===== src/rtl/skipgram_train_ctrl_pkg.sv =====
// Shared types and fixed-point constants for the skip-gram training controller.
package skipgram_train_ctrl_pkg;

   typedef enum logic [2:0] {
      StIdle = 3'd0,
      StRdW  = 3'd1,
      StRdC  = 3'd2,
      StCapC = 3'd3,
      StEval = 3'd4,
      StWrW  = 3'd5,
      StWrC  = 3'd6,
      StDone = 3'd7
   } state_e;

   // Constants at the default FRAC of 8; use one_fx() for other settings.
   localparam int unsigned        FRAC_DEF = 8;
   localparam logic signed [15:0] ONE      = 16'sh0100;
   localparam logic signed [15:0] SAT_MAX  = 16'sh7FFF;
   localparam logic signed [15:0] SAT_MIN  = 16'sh8000;

   // 1.0 in signed 16-bit fixed point with the given number of fraction bits.
   function automatic logic signed [15:0] one_fx(input int unsigned frac);
      return 16'(32'd1 << frac);
   endfunction

endpackage


===== src/rtl/skipgram_train_ctrl_emb_update.sv =====
// Applies one SGD step to a packed vector: old + ((err*grad) >>> (FRAC+LR_SHIFT)), saturated.
module emb_update
   import skipgram_train_ctrl_pkg::*;
#(
   parameter int unsigned DIM      = 3,
   parameter int unsigned FRAC     = 8,
   parameter int unsigned LR_SHIFT = 3
) (
   input  logic [16*DIM-1:0] vec_i,
   input  logic [16*DIM-1:0] grad_i,
   input  logic signed [15:0] err_i,
   output logic [16*DIM-1:0] vec_o
);

   localparam int unsigned SH = FRAC + LR_SHIFT;

   for (genvar i = 0; i < DIM; i++) begin : g_elem
      logic signed [15:0] old_e;
      logic signed [15:0] grad_e;
      logic signed [31:0] prod;
      logic signed [31:0] delta;
      logic signed [32:0] sum;

      assign old_e  = vec_i[16*i +: 16];
      assign grad_e = grad_i[16*i +: 16];
      assign prod   = err_i * grad_e;
      assign delta  = prod >>> SH;
      // One extra bit so the sum itself cannot wrap before saturation.
      assign sum    = 33'(old_e) + 33'(delta);

      // Clamp the widened sum back into signed 16-bit range.
      always_comb begin
         if (sum > 33'sd32767) begin
            vec_o[16*i +: 16] = SAT_MAX;
         end else if (sum < -33'sd32768) begin
            vec_o[16*i +: 16] = SAT_MIN;
         end else begin
            vec_o[16*i +: 16] = sum[15:0];
         end
      end
   end

endmodule


===== src/rtl/skipgram_train_ctrl.sv =====
// Sequences one skip-gram training step: read both embeddings, evaluate, write both back.
module skipgram_train_ctrl
   import skipgram_train_ctrl_pkg::*;
#(
   parameter int unsigned DIM      = 3,
   parameter int unsigned VW       = 8,
   parameter int unsigned FRAC     = 8,
   parameter int unsigned LR_SHIFT = 3,
   parameter int unsigned DP_LAT   = 1
) (
   input  logic                clk,
   input  logic                rst_n,
   input  logic                req_valid,
   output logic                req_ready,
   input  logic [VW-1:0]       req_word_idx,
   input  logic [VW-1:0]       req_context_idx,
   input  logic                req_label,
   output logic [VW:0]         mem_addr,
   output logic                mem_rd_en,
   input  logic [16*DIM-1:0]   mem_rd_data,
   output logic                mem_wr_en,
   output logic [16*DIM-1:0]   mem_wr_data,
   output logic [16*DIM-1:0]   dp_word_embv,
   output logic [16*DIM-1:0]   dp_context_embv,
   input  logic [15:0]         dp_y,
   input  logic [16*DIM-1:0]   dp_dword,
   input  logic [16*DIM-1:0]   dp_dcontext,
   output logic                done_valid,
   input  logic                done_ready,
   output logic [15:0]         done_y,
   output logic                busy
);

   localparam int unsigned VB = 16 * DIM;

   state_e              state_q, state_d;
   logic [VW-1:0]       word_idx_q, word_idx_d;
   logic [VW-1:0]       ctx_idx_q, ctx_idx_d;
   logic                label_q, label_d;
   logic [VB-1:0]       word_vec_q, word_vec_d;
   logic [VB-1:0]       ctx_vec_q, ctx_vec_d;
   logic [VB-1:0]       dword_q, dword_d;
   logic [VB-1:0]       dctx_q, dctx_d;
   logic [15:0]         y_q, y_d;
   logic [15:0]         eval_cnt_q, eval_cnt_d;
   logic                eval_last;
   logic signed [15:0]  err;
   logic [VB-1:0]       word_upd;
   logic [VB-1:0]       ctx_upd;

   assign eval_last       = (eval_cnt_q == 16'(DP_LAT - 1));
   assign err             = (label_q ? one_fx(FRAC) : 16'sh0000) - $signed(y_q);
   assign dp_word_embv    = word_vec_q;
   assign dp_context_embv = ctx_vec_q;

   emb_update #(
      .DIM      (DIM),
      .FRAC     (FRAC),
      .LR_SHIFT (LR_SHIFT)
   ) u_word_upd (
      .vec_i  (word_vec_q),
      .grad_i (dword_q),
      .err_i  (err),
      .vec_o  (word_upd)
   );

   emb_update #(
      .DIM      (DIM),
      .FRAC     (FRAC),
      .LR_SHIFT (LR_SHIFT)
   ) u_ctx_upd (
      .vec_i  (ctx_vec_q),
      .grad_i (dctx_q),
      .err_i  (err),
      .vec_o  (ctx_upd)
   );

   // Next-state, register capture and decoded outputs for each step phase.
   always_comb begin
      state_d     = state_q;
      word_idx_d  = word_idx_q;
      ctx_idx_d   = ctx_idx_q;
      label_d     = label_q;
      word_vec_d  = word_vec_q;
      ctx_vec_d   = ctx_vec_q;
      dword_d     = dword_q;
      dctx_d      = dctx_q;
      y_d         = y_q;
      eval_cnt_d  = '0;
      req_ready   = 1'b0;
      busy        = 1'b1;
      mem_addr    = '0;
      mem_rd_en   = 1'b0;
      mem_wr_en   = 1'b0;
      mem_wr_data = '0;
      done_valid  = 1'b0;
      done_y      = '0;
      unique case (state_q)
         StIdle: begin
            req_ready = 1'b1;
            busy      = 1'b0;
            if (req_valid) begin
               word_idx_d = req_word_idx;
               ctx_idx_d  = req_context_idx;
               label_d    = req_label;
               state_d    = StRdW;
            end
         end
         StRdW: begin
            mem_rd_en = 1'b1;
            mem_addr  = {1'b0, word_idx_q};
            state_d   = StRdC;
         end
         StRdC: begin
            word_vec_d = mem_rd_data;
            mem_rd_en  = 1'b1;
            mem_addr   = {1'b1, ctx_idx_q};
            state_d    = StCapC;
         end
         StCapC: begin
            ctx_vec_d = mem_rd_data;
            state_d   = StEval;
         end
         StEval: begin
            eval_cnt_d = eval_cnt_q + 16'd1;
            if (eval_last) begin
               // Snapshot the datapath so writes never see later dp_* changes.
               y_d        = dp_y;
               dword_d    = dp_dword;
               dctx_d     = dp_dcontext;
               eval_cnt_d = '0;
               state_d    = StWrW;
            end
         end
         StWrW: begin
            mem_wr_en   = 1'b1;
            mem_addr    = {1'b0, word_idx_q};
            mem_wr_data = word_upd;
            state_d     = StWrC;
         end
         StWrC: begin
            mem_wr_en   = 1'b1;
            mem_addr    = {1'b1, ctx_idx_q};
            mem_wr_data = ctx_upd;
            state_d     = StDone;
         end
         StDone: begin
            done_valid = 1'b1;
            done_y     = y_q;
            if (done_ready) begin
               state_d = StIdle;
            end
         end
         default: state_d = StIdle;
      endcase
   end

   // State and step registers; reset abandons any step in flight.
   always_ff @(posedge clk or negedge rst_n) begin
      if (!rst_n) begin
         state_q    <= StIdle;
         word_idx_q <= '0;
         ctx_idx_q  <= '0;
         label_q    <= 1'b0;
         word_vec_q <= '0;
         ctx_vec_q  <= '0;
         dword_q    <= '0;
         dctx_q     <= '0;
         y_q        <= '0;
         eval_cnt_q <= '0;
      end else begin
         state_q    <= state_d;
         word_idx_q <= word_idx_d;
         ctx_idx_q  <= ctx_idx_d;
         label_q    <= label_d;
         word_vec_q <= word_vec_d;
         ctx_vec_q  <= ctx_vec_d;
         dword_q    <= dword_d;
         dctx_q     <= dctx_d;
         y_q        <= y_d;
         eval_cnt_q <= eval_cnt_d;
      end
   end

endmodule


===== config.mk =====
export PLATFORM = sky130hd
export DESIGN_NAME = skipgram_train_ctrl
export DESIGN_NICKNAME = d
export VERILOG_FILES = /design/src/rtl/skipgram_train_ctrl_pkg.sv /design/src/rtl/skipgram_train_ctrl_emb_update.sv /design/src/rtl/skipgram_train_ctrl.sv
export SDC_FILE = /design/constraint.sdc
export NUM_CORES = 2
export LEC_CHECK = 0
export ABC_AREA = 1
export BUFFER_PORTS_ARGS = -buffer_cell sky130_fd_sc_hd__clkbuf_2
export CAP_MARGIN = 5
export CORE_MARGIN = 10
export CORE_UTILIZATION = 51
export CTS_CLUSTER_DIAMETER = 100
export CTS_CLUSTER_SIZE = 14
export DETAILED_ROUTE_END_ITERATION = 12
export PLACE_DENSITY = 0.68
export SLEW_MARGIN = 0
export SYNTH_ARGS = -nofsm -noshare
export SYNTH_HDL_FRONTEND = slang
export SYNTH_SLANG_ARGS = --single-unit

===== constraint.sdc =====
create_clock -name clk -period 28.2 [get_ports clk]
set_input_delay 8.46 -clock clk [delete_from_list [all_inputs] [get_ports clk]]
set_output_delay 8.46 -clock clk [all_outputs]
set_load 0.01 [all_outputs]

==> summary.md <==
| Metric | Value |
|---|---|
| Worst endpoint required time | roughly 20,000 ps |
| Worst-path cell with the longest stage delay | sky130_fd_sc_hd__inv_2 |
| Hold Crit Class | flip-flop to flip-flop |
| Crit-path most repeated cell | sky130_fd_sc_hd__nand2_1 |
| Mean post-synth cell area | 7.73 µm² |
| Final number of hold-violating endpoints | 0 |
| Count of state elements after synthesis | ~240 |
| Growth of design area from synthesis to finish | 5.66% |
| Portion of netlist area occupied by mux cells | 0.304% |
| Placeable core area | 152,000 µm² |
| CP bufs+invs | 9 |
| Most used DFF post-synth | sky130_fd_sc_hd__dfrtp_1 |
| Horiz. Die Dim | 411 µm |
| Via count | 65,900 |
| Delay of the slowest critical-path stage | 610 ps |
| Total number of placement rows | 143 |
| Root Buffer Master | sky130_fd_sc_hd__clkbuf_16 |
| Combinational family with the most area after synthesis | adder cells |
| RSZ-0062 raised after global routing | no |
| Global route total overflow | 0 |
| Top-area cell type share of the netlist area | 40.4% |
| # H-tree levels | 1 |
| TritonCTS sink count | 244 |
| Drt total wl | between 200,000 and 300,000 µm |
| Number of hold buffers added after CTS | 0 |
| Maximum fanout encountered on the critical timing path | 51 |
| Count of buffers inserted at the top-level ports | roughly 350 |
| Most instantiated cells after synthesis | sky130_fd_sc_hd__inv_1, sky130_fd_sc_hd__nand2_1, sky130_fd_sc_hd__fa_1 |
| Synthesized Nets | between 10,000 and 15,000 |
| Clock buffers created by TritonCTS | 30 |
| Antenna viol nets, final | 0 |
| Outcome | finished, final reports clean |
| Number of distinct library cell variants in the gate-level netlist after synthesis | 55 |
| Maximum number of buffers from clock root to sink | 3 |
| Number of cells traversed by the worst hold path | 1 |
| Area share of fa/ha/maj cells after synthesis | 50.5% |
| Number of global-route vias before repair | approximately 70,000 |
| Final weighted congestion in routability-driven placement | slightly below 1 |
| Clock slew at reported path FFs | 70 ps |
| Cell count of the worst reg-to-reg path | 9 |
| Total negative slack | 0 ps |
| Clock tree from TritonCTS | built |
| Max-cap violations | 0 |
| Worst Hold Margin | between 400 and 500 ps |
| Tcrit/Tclk final | approximately 75% |
| Data arrival at the endpoint of the critical path | ~13,000 ps |
| Pre-antenna DRT Iters | 6 |
| Post-synthesis sequential area ratio | 7.84% |
| Number of standard cells after synthesis | 10,100 |
| Netlist area before placement | ~80,000 µm² |
| Capturing element type of the critical path | output port |
| Compound-Gate Fraction of Synth Area | 5.93% |
| I/O pin cnt | 355 |
| Tightest Pin Transition | 1140 ps |
| Layout filler cell count | 14,600 |
| Most frequent cell after synthesis | sky130_fd_sc_hd__inv_1 |
| Top post-synthesis cells by area | sky130_fd_sc_hd__fa_1, sky130_fd_sc_hd__inv_1, sky130_fd_sc_hd__nand2_1, sky130_fd_sc_hd__ha_1, sky130_fd_sc_hd__dfrtp_1 |
| Detailed placer's ending HPWL | 206,000 µm |
| Number of remaining DRC errors | 0 |
| Fraction of final layout cells sized beyond drive strength 1 | 5.28% |
| EDFF count, synth | 0 |
| Effective utilization at floorplan | between 50% and 60% |
| F_max | 47.6 MHz |
| Clock tree skew after final layout | 54.7 ps |
| Pin count of the biggest net entering global routing | between 80 and 90 |
| Post-detailed-route via-to-cell ratio | 5.38 |
| Number of buffers inserted by post-CTS setup repair | 0 |
| Type of element launching the critical path | flip-flop |
| Die height | 411 µm |
| Die outline area | ~170,000 µm² |
| Number of logic stages on the critical path including buffering | 47 |
| Clk_lat worst skew | 690 ps |
| Type of the worst setup path | flip-flop to output port |
| Number of warning messages in the yosys log | 0 |
| Dominant delay contributor by cell family on the critical path | adder cells |
| Layout Nets | ~13,000 |
| Global Route Usage Sum | 30.2% |
| Global-route wire length before repair | 401,000 µm |
| Area leader, netlist | sky130_fd_sc_hd__fa_1 |
| Number of setup violations in the final report | 0 |
| Initial antenna violation count | 11 |
| Worst slew slack as a fraction of its limit | 24.1% |
| Clock period minus worst slack | 21,020 ps |
| Synthesized-area fraction occupied by and/or/nand/nor cells | 18.5% |
| Share of flip-flops with an asynchronous set or reset after synthesis | 100% |
| Drt initial violations | 5,644 |
| Xor and xnor area share after synthesis | between 3 and 4% |
| Number of resized instances in the post-cts repair step | 0 |
| Routed WL per cell | 20.7 µm |
| Total count of max-transition violations in the final report | 0 |
[cell families (layout without fill, tap and decap cells)]
family / Yosys count / in the layout
xor gates and xnor gates: 267 / 267
muxes: 21 / 21
DFF: 244 / 244
AOI/OAI and AO/OA: 849 / 849
buffers and inverters: 2861 / 2986
and+or+nand+nor: 3636 / 3636
adders and majority gates: 2200 / 2200
other: 0 / 1
[metal layers]
metal  GRT usage (%)  vias up  part of all wire [%]
met5               0        -                 0.023
met4            11.3       10                   4.7
met3            6.41      565                   9.4
met2            48.8     2788                    45
met1            40.0    32700                    41
li1                -    29800                     -
[stage by stage]
| step | setup WS [ps] | cells | cell area, µm² | util, % |
|---|---|---|---|---|
| 2_1_floorplan | 11640 | 10100 | 77900 | - |
| 3_3_place_gp | 8170 | 12200 | 81300 | 53.5 |
| 3_5_place_dp | 7990 | 12200 | 81300 | 53.5 |
| 4_1_cts | 7220 | 12200 | 82300 | 54.2 |
| 5_1_grt | 6360 | 12200 | 82300 | 54.2 |
| 6_report | 7180 | 12200 | 82300 | 54.2 |
[cell type report]
class                   instances  area, µm²  share of cell area, %
repair buffers                405       2160                   2.63
diodes                          1       2.50                0.00304
flip-flops and latches        244       6110                   7.42
clock buffers                  33        792                  0.962
well taps                    2030       2540                   3.09
multi-input cells            6973      61000                   74.1
clock inverters                18        213                  0.258
inverters                    2530       9500                   11.5
[flip-flops by register name, summed over array words and instances, names as in the netlist]
signal	flops
eval_cnt_q	16
state_q	3
y_q	16
ctx_idx_q	8
word_idx_q	8
dp_context_embv	48
dctx_q	48
dp_word_embv	48
label_q	1
dword_q	48
[cell usage in the layout, fill, tap and decap left out, drive strengths merged, types with 52 or more instances in the layout]
cell type  netlist  final
nor2          1132   1132
buf             97     52
xnor2          128    128
nand4           71     71
a21oi          349    349
clkbuf         234    386
o21ai          365    365
xor2           139    139
nand3          220    220
dfrtp          244    244
fa            1572   1572
nor3            64     64
ha             628    628
inv           2519   2529
nand2         2101   2101
[worst reg2reg max path: stages (launching register included)]
cell	delay, ps
sky130_fd_sc_hd__dfrtp_1	390
sky130_fd_sc_hd__inv_1	110
sky130_fd_sc_hd__nand4_1	100
sky130_fd_sc_hd__nor4_1	380
sky130_fd_sc_hd__nand2_1	230
sky130_fd_sc_hd__nor2_4	510
sky130_fd_sc_hd__buf_4	820
sky130_fd_sc_hd__buf_4	810
sky130_fd_sc_hd__nand2_1	410
sky130_fd_sc_hd__o21ai_0	220
[path summary, 6_finish.rpt]
check,start,endpoint,slack [ps]
hold reg to reg,eval_cnt_q[0],eval_cnt_q[0],490
setup reg to reg,eval_cnt_q[8],dctx_q[5],24080
min in group asynchronous,rst_n,dp_context_embv[29],7750
max in group asynchronous,rst_n,dword_q[37],18250
setup / recovery,y_q[0],mem_wr_data[13],7180
hold / removal,eval_cnt_q[0],eval_cnt_q[0],490
Power is left out: the tool's default activity adds up to more than one toggle a clock period on the data nets, which glitch-free logic cannot reach.
